File: config.mk
export PLATFORM = sky130hd
export DESIGN_NAME = traceback_unit
export DESIGN_NICKNAME = d
export VERILOG_FILES = /design/src/rtl/traceback_unit.sv
export SDC_FILE = /design/constraint.sdc
export NUM_CORES = 1
export LEC_CHECK = 0
export BUFFER_PORTS_ARGS = -buffer_cell sky130_fd_sc_hd__buf_2
export CORE_AREA = 2 2 362 364
export DETAILED_ROUTE_END_ITERATION = 7
export DIE_AREA = 0 0 364 366
export PLACE_DENSITY = 0.3
export SLEW_MARGIN = 10
export SYNTH_ARGS = -nofsm -noshare
export SYNTH_HDL_FRONTEND = slang
export SYNTH_SLANG_ARGS = --single-unit
File: constraint.sdc
create_clock -name clk -period 2.8 [get_ports clk]
set_input_delay 0.14 -clock clk [delete_from_list [all_inputs] [get_ports clk]]
set_output_delay 0.14 -clock clk [all_outputs]
set_load 0.03 [all_outputs]
File: src/rtl/traceback_unit.sv
// Viterbi traceback engine: walks survivor memory back TB_DEPTH steps, then streams decoded bits oldest-first.
// Optional build macro TB_BEST_STATE_EN starts the walk from the minimum-metric state instead of i_start_state.
module traceback_unit #(
   parameter int STATE_W    = 6,
   parameter int TB_DEPTH   = 32,
   parameter int OUT_BITS   = 2,
   parameter int MEM_DEPTH  = 64,
   parameter int PM_W       = 8,
   localparam int NUM_STATES = 2**STATE_W,
   localparam int ADDR_W     = $clog2(MEM_DEPTH)
) (
   input  logic                          clk,
   input  logic                          rst,
   input  logic                          i_start,
   input  logic [STATE_W-1:0]            i_start_state,
   input  logic [ADDR_W-1:0]             i_base_addr,
   output logic                          o_rd_en,
   output logic [ADDR_W-1:0]             o_rd_addr,
   input  logic [NUM_STATES*STATE_W-1:0] i_surv_data,
   output logic                          o_valid,
   input  logic                          i_ready,
   output logic [OUT_BITS-1:0]           o_data,
   output logic                          o_busy,
   output logic                          o_done,
   input  logic [NUM_STATES*PM_W-1:0]    i_path_metric
);

   localparam int CNT_W = $clog2(TB_DEPTH) + 1;
   localparam int IDX_W = $clog2(TB_DEPTH);

   typedef enum logic [2:0] {S_IDLE, S_FETCH, S_TRACE, S_OUTPUT, S_DONE} state_t;

   state_t               r_state, w_state_next;
   logic [STATE_W-1:0]   r_cur_state;
   logic [STATE_W-1:0]   w_prev_state;
   logic [STATE_W-1:0]   w_start_state;
   logic [ADDR_W-1:0]    r_addr;
   logic [CNT_W-1:0]     r_step;
   logic [CNT_W-1:0]     r_idx;
   logic [IDX_W-1:0]     w_rd_idx;
   logic [OUT_BITS-1:0]  r_buf [TB_DEPTH];
   logic                 w_last_step;
   logic                 w_last_beat;

`ifdef TB_BEST_STATE_EN
   logic [PM_W-1:0] w_best_pm;
   logic            w_unused_start;

   assign w_unused_start = ^i_start_state;

   // Strict less-than keeps the lowest index on ties.
   always_comb begin
      w_start_state = '0;
      w_best_pm     = i_path_metric[0 +: PM_W];
      for (int s = 1; s < NUM_STATES; s++) begin
         if (i_path_metric[s*PM_W +: PM_W] < w_best_pm) begin
            w_best_pm     = i_path_metric[s*PM_W +: PM_W];
            w_start_state = STATE_W'(s);
         end
      end
   end
`else
   logic w_unused_pm;

   assign w_unused_pm   = ^i_path_metric;
   assign w_start_state = i_start_state;
`endif

   assign w_prev_state = i_surv_data[r_cur_state*STATE_W +: STATE_W];
   assign w_last_step  = (r_step == CNT_W'(TB_DEPTH-1));
   assign w_last_beat  = (r_idx == CNT_W'(TB_DEPTH-1));
   assign w_rd_idx     = IDX_W'(TB_DEPTH-1) - r_idx[IDX_W-1:0];

   always_ff @(posedge clk) begin
      if (!rst) r_state <= S_IDLE;
      else      r_state <= w_state_next;
   end

   always_comb begin
      w_state_next = r_state;
      case (r_state)
         S_IDLE:   if (i_start) w_state_next = S_FETCH;
         S_FETCH:  w_state_next = S_TRACE;
         S_TRACE:  w_state_next = w_last_step ? S_OUTPUT : S_FETCH;
         S_OUTPUT: if (i_ready && w_last_beat) w_state_next = S_DONE;
         S_DONE:   w_state_next = S_IDLE;
         default:  w_state_next = S_IDLE;
      endcase
   end

   always_comb begin
      o_rd_en = 1'b0;
      o_valid = 1'b0;
      o_done  = 1'b0;
      o_data  = '0;
      o_busy  = (r_state != S_IDLE);
      case (r_state)
         S_FETCH:  o_rd_en = 1'b1;
         S_OUTPUT: begin
            o_valid = 1'b1;
            o_data  = r_buf[w_rd_idx];
         end
         S_DONE:   o_done = 1'b1;
         default:  ;
      endcase
   end

   assign o_rd_addr = r_addr;

   // Survivor data for the FETCH address arrives during TRACE.
   always_ff @(posedge clk) begin
      if (!rst) begin
         r_cur_state <= '0;
         r_addr      <= '0;
         r_step      <= '0;
         r_idx       <= '0;
         for (int i = 0; i < TB_DEPTH; i++) r_buf[i] <= '0;
      end else begin
         case (r_state)
            S_IDLE: begin
               if (i_start) begin
                  r_cur_state <= w_start_state;
                  r_addr      <= i_base_addr;
                  r_step      <= '0;
               end
            end
            S_TRACE: begin
               r_buf[r_step[IDX_W-1:0]] <= r_cur_state[OUT_BITS-1:0];
               r_cur_state <= w_prev_state;
               r_addr      <= (r_addr == '0) ? ADDR_W'(MEM_DEPTH-1) : r_addr - 1'b1;
               if (w_last_step) r_idx  <= '0;
               else             r_step <= r_step + 1'b1;
            end
            S_OUTPUT: begin
               if (i_ready) r_idx <= r_idx + 1'b1;
            end
            default: ;
         endcase
      end
   end

endmodule

* Word-level counts from Yosys, hierarchy flattened *
Memories as Yosys holds them, arrays and structs flattened.
Cells that the tools add are included.
Widths: inputs -> output; s select.

word-level totals
  register bits = 27
  output and inout bits = 12
  RAM bits = 64
  memories kept = 1
  input bits = 912
  bits in read-only memories = 0
  latch bits = 0

memories
  memory  depth  width  read ports  clocked after Yosys merged registers in  write ports  RTL line  text
  r_buf   32     2      1           0                                        32           41        logic [OUT_BITS-1:0] r_buf [TB_DEPTH];

operators by class
  $add $sub $neg = 4
  divide/modulo/power cells = 0
  shifts and indexed selects = 1
  $lt $le $gt $ge = 0
  reduce and logical (&&, ||, !) cells = 11
  bitwise gates (word level) = 0
  equal/unequal tests = 11
  $mul = 1
  mux-type cells = 26

operator list
  operator             count
  $shiftx 384x10->6    1
  $pmux 6 s2           4
  $mux 6               7
  $add 6x1->6 const B  2
  $eq 6x5->1 const B   2
  $pmux 3 s4           1
  $ne 2x2->1 const B   5
  $mul 6x2->8 const B  1
  $mux 1               8
  $eq 3x2->1 const B   2
  $logic_not 6->1      1
  $mux 2               3
  $mux 3               2
  $reduce_and 3->1     2
  $sub 6x1->6 const B  1
  $mux 5               1
  $sub 5x5->5 const A  1
  $reduce_and 2->1     2
  $reduce_bool 2->1    2
  $eq 3x1->1 const B   1
  $eq 3x3->1 const B   1
  $logic_not 3->1      1
  $reduce_bool 3->1    1
  $reduce_or 2->1      1
  $logic_and 1x1->1    1

* Logic depth before layout (Yosys ltp) *
Gate-level depths: netlist (run 1).

  depth in word-level cells = 6
  depth in mapped cells = 9

* Worst setup path after synthesis (run 1) *
No wires, ideal clock.

  path type = register to output
  start = register r_idx[0]
  end = output o_data[0]
  setup slack = 0.760 ns
  data arrival time = 1.900 ns
  stages on the path, launching flop included = 7
  cells stage by stage = dfxtp_1 > buf_6 > buf_8 > mux4_1 > mux4_2 > mux2i_1 > nor2_1

on the way
  longest elaborated chain between the ends = 3

ends and longest elaborated chain
  what                    RTL line  text
  start, declared         39        logic [CNT_W-1:0] r_idx;
  start signal, assigned  135       if (i_ready) r_idx <= r_idx + 1'b1;
  $sub 5x5->5             72        assign w_rd_idx = IDX_W'(TB_DEPTH-1) - r_idx[IDX_W-1:0];
  $mem_v2 32x2            -
  $mux 2                  97        case (r_state)
  end, declared           22        output logic [OUT_BITS-1:0] o_data,

No other way between the ends.

* Worst setup path in the final report (run 1) *
  start = register r_idx[0]
  end = output o_data[1]

The elaborated chain is that of the path after synthesis.

==> flow_metrics.env, run 1 <==
export IMPL_crit_buf_inv=2
export IMPL_drtIter0Drc=451
export IMPL_ios=924
export IMPL_met1Wirelength_um=19700
export IMPL_grt_usage=0.0744
export IMPL_routabilityCongestion=0.898
export IMPL_met2_length_um=24200
export IMPL_die_y_um=366
export IMPL_cp_depth=6
export IMPL_status="finished clean"
export IMPL_synth_fa_ha_area_frac=0.0109
export IMPL_cpLargestDelayFamily="multiplexers"
export IMPL_slew_headroom=0.440
export IMPL_ys_flop_type="edfxtp_1"
export IMPL_setup_worst_path_start="r_idx[0]"
export IMPL_finalHoldViolCount=0
export IMPL_nFillCells=14900
export IMPL_htreeDepth=3
export IMPL_worstPathRequired_ps=2660
export IMPL_hp_start="i_ready"
export IMPL_fin_crit_ps=2640
export IMPL_cts_made_buffers=9
export IMPL_areaGrowthSynthToFinish_pct=58.3
export IMPL_cts_tree="built"
export IMPL_rows=132
export IMPL_synth_mux_area_frac=0.356
export IMPL_regToRegSetupSlack_ps=210
export IMPL_syn_avg_cell_area_um2=11.5
export IMPL_path_cells="buf_4, mux4_1, mux4_2, mux2i_1, nor2_1, buf_2"
export IMPL_min_to="r_idx[1]"
export IMPL_critPathMaxStageDelay_ps=610
export IMPL_synth_top_family_by_area="multiplexers"
export IMPL_layout_drive_gt1_share=0.539
export IMPL_arrival_ps=2500
export IMPL_drv_cap=0
export IMPL_setup_ws_ps=163
export IMPL_tightest_slew_ps=838
export IMPL_synth_edf_count=64
export IMPL_dieArea_mm2=0.133
export IMPL_hold_class="input pin to flop"
export IMPL_antenna_found_initial=29
export IMPL_gr_total_overflow=0
export IMPL_p_sw_frac=0.338
export IMPL_wl_per_cell_um=17.7
export IMPL_via_per_inst=2.84
export IMPL_cp_max_fo=12
export IMPL_clkLatencyLatePin_ps=370
export IMPL_power_frac_comb=0.356
export IMPL_finalMaxSlewViolations=0
export IMPL_slowest_stage="mux4_1"
export IMPL_final_area_mm2=0.0127
export IMPL_p_leak_nw=4.73
export IMPL_synth_nets=1622
export IMPL_yosys_area_share_simple=0.162
export IMPL_syn_inst=703
export IMPL_final_cell_mix="buf_2 (411), mux4_2 (92), nand2_1 (85)"
export IMPL_critPathKind="flop to output port"
export IMPL_synth_compound_area_share=0.0929
export IMPL_nNetsFinal=2036
export IMPL_fp_coreArea_mm2=0.129
export IMPL_dpl_cell_area_mm2=0.0123
export IMPL_postCtsHoldBufs=0
export IMPL_root_buffer="clkbuf_16"
export IMPL_drc=0
export IMPL_die_w_um=364
export IMPL_r2r_cells=6
export IMPL_netlist_area_mm2=0.00805
export IMPL_cts_max_path_buffers=2
export IMPL_pwr_share_seq=0.328
export IMPL_grt_pass1_wl_um=68100
export IMPL_cp_end_kind="output port"
export IMPL_synth_distinct_cells=63
export IMPL_p_per_area_mw_per_mm2=380
export IMPL_place_ws_ps=-230
export IMPL_yosysWarnings=0
export IMPL_clkPwrFrac=0.316
export IMPL_finalPower_w=0.00485
export IMPL_post_dp_hpwl_um=44500
export IMPL_worst_clock_skew_ps=12.4
export IMPL_firstDrtPassIters=5
export IMPL_rr_startpoint="r_cur_state[1]"
export IMPL_synth_seq_cells=91
export IMPL_io_buffers=411
export IMPL_r2r_end="r_cur_state[5]"
export IMPL_max_freq_mhz=379
export IMPL_hold_depth=3
export IMPL_dr_wl_met3_um=4120
export IMPL_vias=8161
export IMPL_finalSetupViolations=0
export IMPL_synthArstFlopShare=0
export IMPL_clk_pin_slew_worst_paths_ps=80
export IMPL_vdd_ir_drop_max_v=0.000270
export IMPL_grt_start_max_net_pins=46
export IMPL_clkSinkCount=91
export IMPL_finalCritPeriodShare=0.942
export IMPL_initial_core_util=0.0624
export IMPL_p_sw_w=0.00164
export IMPL_synth_xor_area_frac=0.00979
export IMPL_grt_pass1_vias=8756
export IMPL_wl_um=50900
export IMPL_critPathLaunchType="flop"
export IMPL_top_layer="met5"
export IMPL_rsz0062_at_grt="no"
export IMPL_synth_seq_area_share=0.306
export IMPL_detail_route_antenna_nets=0
export IMPL_final_common_cell="buf_2"
export IMPL_internal_power_w=0.00321
flip-flops by register name, summed over array words and instances (netlist names):
signal       count
r_idx            6
r_state          3
o_rd_addr        6
r_cur_state      6
r_buf           64
r_step           6
worst min-delay path: cells and delay by family:
kind / cells / cell delay (ps)
AOI/OAI and AO/OA: 1 / 70
buffers and inverters: 1 / 120
and+or+nand+nor: 1 / 90
worst max path at each step:
stage                          end  slack [ps]
CTS                      o_data[1]          60
global placement    r_cur_state[4]        -270
finish                   o_data[1]         160
floorplan                o_data[0]         760
detailed placement  r_cur_state[4]        -230
global route        r_cur_state[0]          20
Yosys cell counts, drive strengths merged (3+ instances only):
cell type	number	share of area
o41ai	3	0.0042
mux2i	23	0.029
buf	44	0.043
or2b	4	0.0037
nor3b	7	0.0071
nand3	15	0.0093
and2b	3	0.0028
nor2	69	0.032
nor3	13	0.0087
a21oi	15	0.0093
xor2	5	0.0054
a2111oi	8	0.0095
edfxtp	64	0.24
clkbuf	28	0.014
nand2b	3	0.0023
o22ai	3	0.0023
a21o	4	0.0037
mux2	6	0.0084
o21a	4	0.0037
a31oi	3	0.0023
xnor2	4	0.0044
nor2b	10	0.0078
o221ai	9	0.0098
dfxtp	27	0.067
mux4	111	0.32
a22oi	5	0.0047
o21ai	21	0.013
or3	3	0.0023
inv	10	0.0047
nor4	9	0.0070
nand2	85	0.040
a21boi	5	0.0047
nand4	4	0.0031
o211ai	5	0.0047
ha	7	0.011
a211oi	12	0.011
and3	34	0.026
timing repair:
action / CTS / global route
endpoints found under the setup margin: 2 / 0
resized for setup: 2 / 0
buffers inserted: 1 / 0
area by class of cell:
type | instances | area, µm² | area share
inverters | 11 | 41.3 | 0.00324
clock inverters | 5 | 86.3 | 0.00677
clock buffers | 11 | 275 | 0.0216
multi-input cells | 529 | 5100 | 0.400
diodes | 7 | 17.5 | 0.00137
well taps | 1742 | 2180 | 0.171
repair buffers | 475 | 2570 | 0.202
flip-flops and latches | 91 | 2470 | 0.194
power by group through the flow:
| stage | Clock, W | Combinational (W) | Sequential [W] |
|---|---|---|---|
| 6_report | 0.00153 | 0.00173 | 0.00159 |
| 5_1_grt | 0.00161 | 0.00186 | 0.00160 |
| 4_1_cts | 0.00157 | 0.00178 | 0.00159 |
| 3_5_place_dp | 0 | 0.00175 | 0.00163 |
| 3_3_place_gp | 0 | 0.00174 | 0.00163 |
| 2_1_floorplan | 0 | 0.000905 | 0.00156 |
layer usage:
layer / vias up / track usage
met1: 3930 / 0.0837
met3: 97 / 0.0235
met5: - / 0
met4: 32 / 0.0421
li1: 3634 / -
met2: 468 / 0.124
metrics by stage:
| step | hold WS, ps | util | cells | TNS, ps |
|---|---|---|---|---|
| 3_5_place_dp | 486 | 0.0957 | 2847 | -230 |
| 2_1_floorplan | 308 | - | 703 | 0 |
| 5_1_grt | 103 | 0.0987 | 2868 | 0 |
| 6_report | 102 | 0.0988 | 2871 | 0 |
| 4_1_cts | 87.6 | 0.0987 | 2864 | 0 |
| 3_3_place_gp | 482 | 0.0957 | 2847 | -273 |
cell families after synthesis:
logic type	after synthesis
compound gates	104
xor+xnor	9
flops	91
fa+ha+maj	7
mux	140
buf+inv	83
simple gates	269
(Power assumes the default switching activity.)
==> run 2: changes to the inputs <==
CORE_AREA = 2 2 363 365   (was 2 2 362 364)
DIE_AREA = 0 0 365 367   (was 0 0 364 366)
==> flow_metrics.env, run 2 (synthesis results as in run 1) <==
export IMPL_fp_coreArea_mm2=0.130
export IMPL_nNetsFinal=2026
export IMPL_cpLargestDelayFamily="multiplexers"
export IMPL_slowest_stage="mux4_2"
export IMPL_areaGrowthSynthToFinish_pct=57.3
export IMPL_cts_made_buffers=9
export IMPL_max_freq_mhz=372
export IMPL_initial_core_util=0.0617
export IMPL_antenna_found_initial=29
export IMPL_nFillCells=15200
export IMPL_clkSinkCount=91
export IMPL_drc=0
export IMPL_clkLatencyLatePin_ps=350
export IMPL_die_y_um=367
export IMPL_grt_start_max_net_pins=32
export IMPL_finalHoldViolCount=0
export IMPL_largest_reg_flops=64
export IMPL_routabilityCongestion=0.909
export IMPL_wl_per_cell_um=16.6
export IMPL_final_cell_mix="buf_2 (411), mux4_2 (95), nand2_1 (85)"
export IMPL_die_w_um=365
export IMPL_finalSetupViolations=0
export IMPL_root_buffer="clkbuf_16"
export IMPL_critPathKind="flop to output port"
export IMPL_finalCritPeriodShare=0.959
export IMPL_htreeDepth=3
export IMPL_worst_clock_skew_ps=7.61
export IMPL_hold_class="input pin to flop"
export IMPL_drv_cap=0
export IMPL_vdd_ir_drop_max_v=0.000197
export IMPL_worstPathRequired_ps=2660
export IMPL_arrival_ps=2550
export IMPL_post_dp_hpwl_um=41700
export IMPL_dp_cells=2847
export IMPL_critPathMaxStageDelay_ps=490
export IMPL_io_buffers=411
export IMPL_gr_total_overflow=0
export IMPL_cp_end_kind="output port"
export IMPL_path_cells="buf_12, buf_4, mux4_2, mux4_2, mux2i_2, nor2_2, buf_2"
export IMPL_tightest_slew_ps=858
export IMPL_final_setup_tns_ps=0
export IMPL_wl_um=47800
export IMPL_via_per_inst=2.81
export IMPL_final_common_cell="buf_2"
export IMPL_finalMaxSlewViolations=0
export IMPL_largest_register="r_buf"
export IMPL_clk_pin_slew_worst_paths_ps=60
export IMPL_firstDrtPassIters=5
export IMPL_fin_crit_ps=2690
export IMPL_detail_route_antenna_nets=0
export IMPL_slew_headroom=0.413
export IMPL_grt_pass1_wl_um=65800
export IMPL_status="finished clean"
export IMPL_p_leak_nw=4.65
export IMPL_final_cell_count_no_fill=2877
export IMPL_cp_common_cell="mux4_2"
export IMPL_cts_max_path_buffers=2
export IMPL_ios=924
export IMPL_grt_usage=0.0697
export IMPL_dieArea_mm2=0.134
export IMPL_vias=8075
export IMPL_p_per_area_mw_per_mm2=348
export IMPL_layout_drive_gt1_share=0.538
export IMPL_cp_max_fo=8
export IMPL_drtIter0Drc=470
export IMPL_rows=133
export IMPL_crit_buf_inv=3
export IMPL_grt_pass1_vias=8592
export IMPL_cts_tree="built"
export IMPL_critPathLaunchType="flop"
export IMPL_rsz0062_at_grt="no"
-- run 2: cell count changes in the layout (fill, tap and decap cells not counted), sizes merged --
cell	before	now
buf	475	464
clkbuf	11	14
diode	7	10
inv	12	10
bufinv	2	1
clkinv	2	3
-- run 2: per-stage QoR --
| step | cell area (µm²) | worst slack (ps) | total power, W | util | hold WS [ps] |
|---|---|---|---|---|---|
| after floorplan | 8050 | 760 | 0.00246 | - | 308 |
| after global placement | 12300 | 52.8 | 0.00325 | 0.0943 | 478 |
| after detailed placement | 12300 | 104 | 0.00326 | 0.0943 | 481 |
| after CTS | 12600 | 3.23 | 0.00450 | 0.0966 | 104 |
| after global routing | 12700 | 23.7 | 0.00464 | 0.0970 | 121 |
| final | 12700 | 115 | 0.00441 | 0.0971 | 116 |
-- run 2: metal layers --
| metal | wire, µm | global-route usage |
|---|---|---|
| met5 | 121 | 0 |
| met4 | 886 | 0.0189 |
| met3 | 3370 | 0.0206 |
| met2 | 22900 | 0.115 |
| met1 | 20400 | 0.0878 |
-- run 2: final timing paths --
check / startpoint / endpoint / slack (ps) / cells after the start
setup / recovery: r_idx[0] / o_data[1] / 110 / 7
hold / removal: i_ready / r_idx[1] / 120 / 3
setup reg to reg: r_cur_state[1] / r_cur_state[4] / 170 / 7
hold reg to reg: r_idx[5] / r_idx[5] / 520 / 2
-- run 2: where the power goes --
part / switching [W] / internal (W) / leakage, nW
clock: 0.000524 / 0.000692 / 0.138
sequential: 0.0000904 / 0.00149 / 0.859
combinational: 0.000824 / 0.000786 / 3.65
-- run 2: what timing repair did --
| item | CTS | global route |
|---|---|---|
| hold endpoints to repair | 0 | 0 |
| cloned | 0 | 1 |
| setup buffers | 2 | 1 |
| hold buffers | 0 | 0 |
| endpoints found under the setup margin | 2 | 2 |
| resized for setup | 7 | 1 |
-- run 2: tightest hold or removal path: stages --
cell	delay, ps
buf_2	120
nand3_1	80
a21boi_0	70
-- run 2: area by class of cell --
cell class / count / area (µm²) / area share
sequential: 91 / 2470 / 0.195
inverter: 11 / 41.3 / 0.00326
clock inverter: 3 / 40.0 / 0.00316
timing repair buffer: 465 / 2550 / 0.202
clock buffer: 13 / 240 / 0.0190
antenna: 10 / 25.0 / 0.00198
tap: 1755 / 2200 / 0.173
multi-input combinational: 529 / 5090 / 0.402
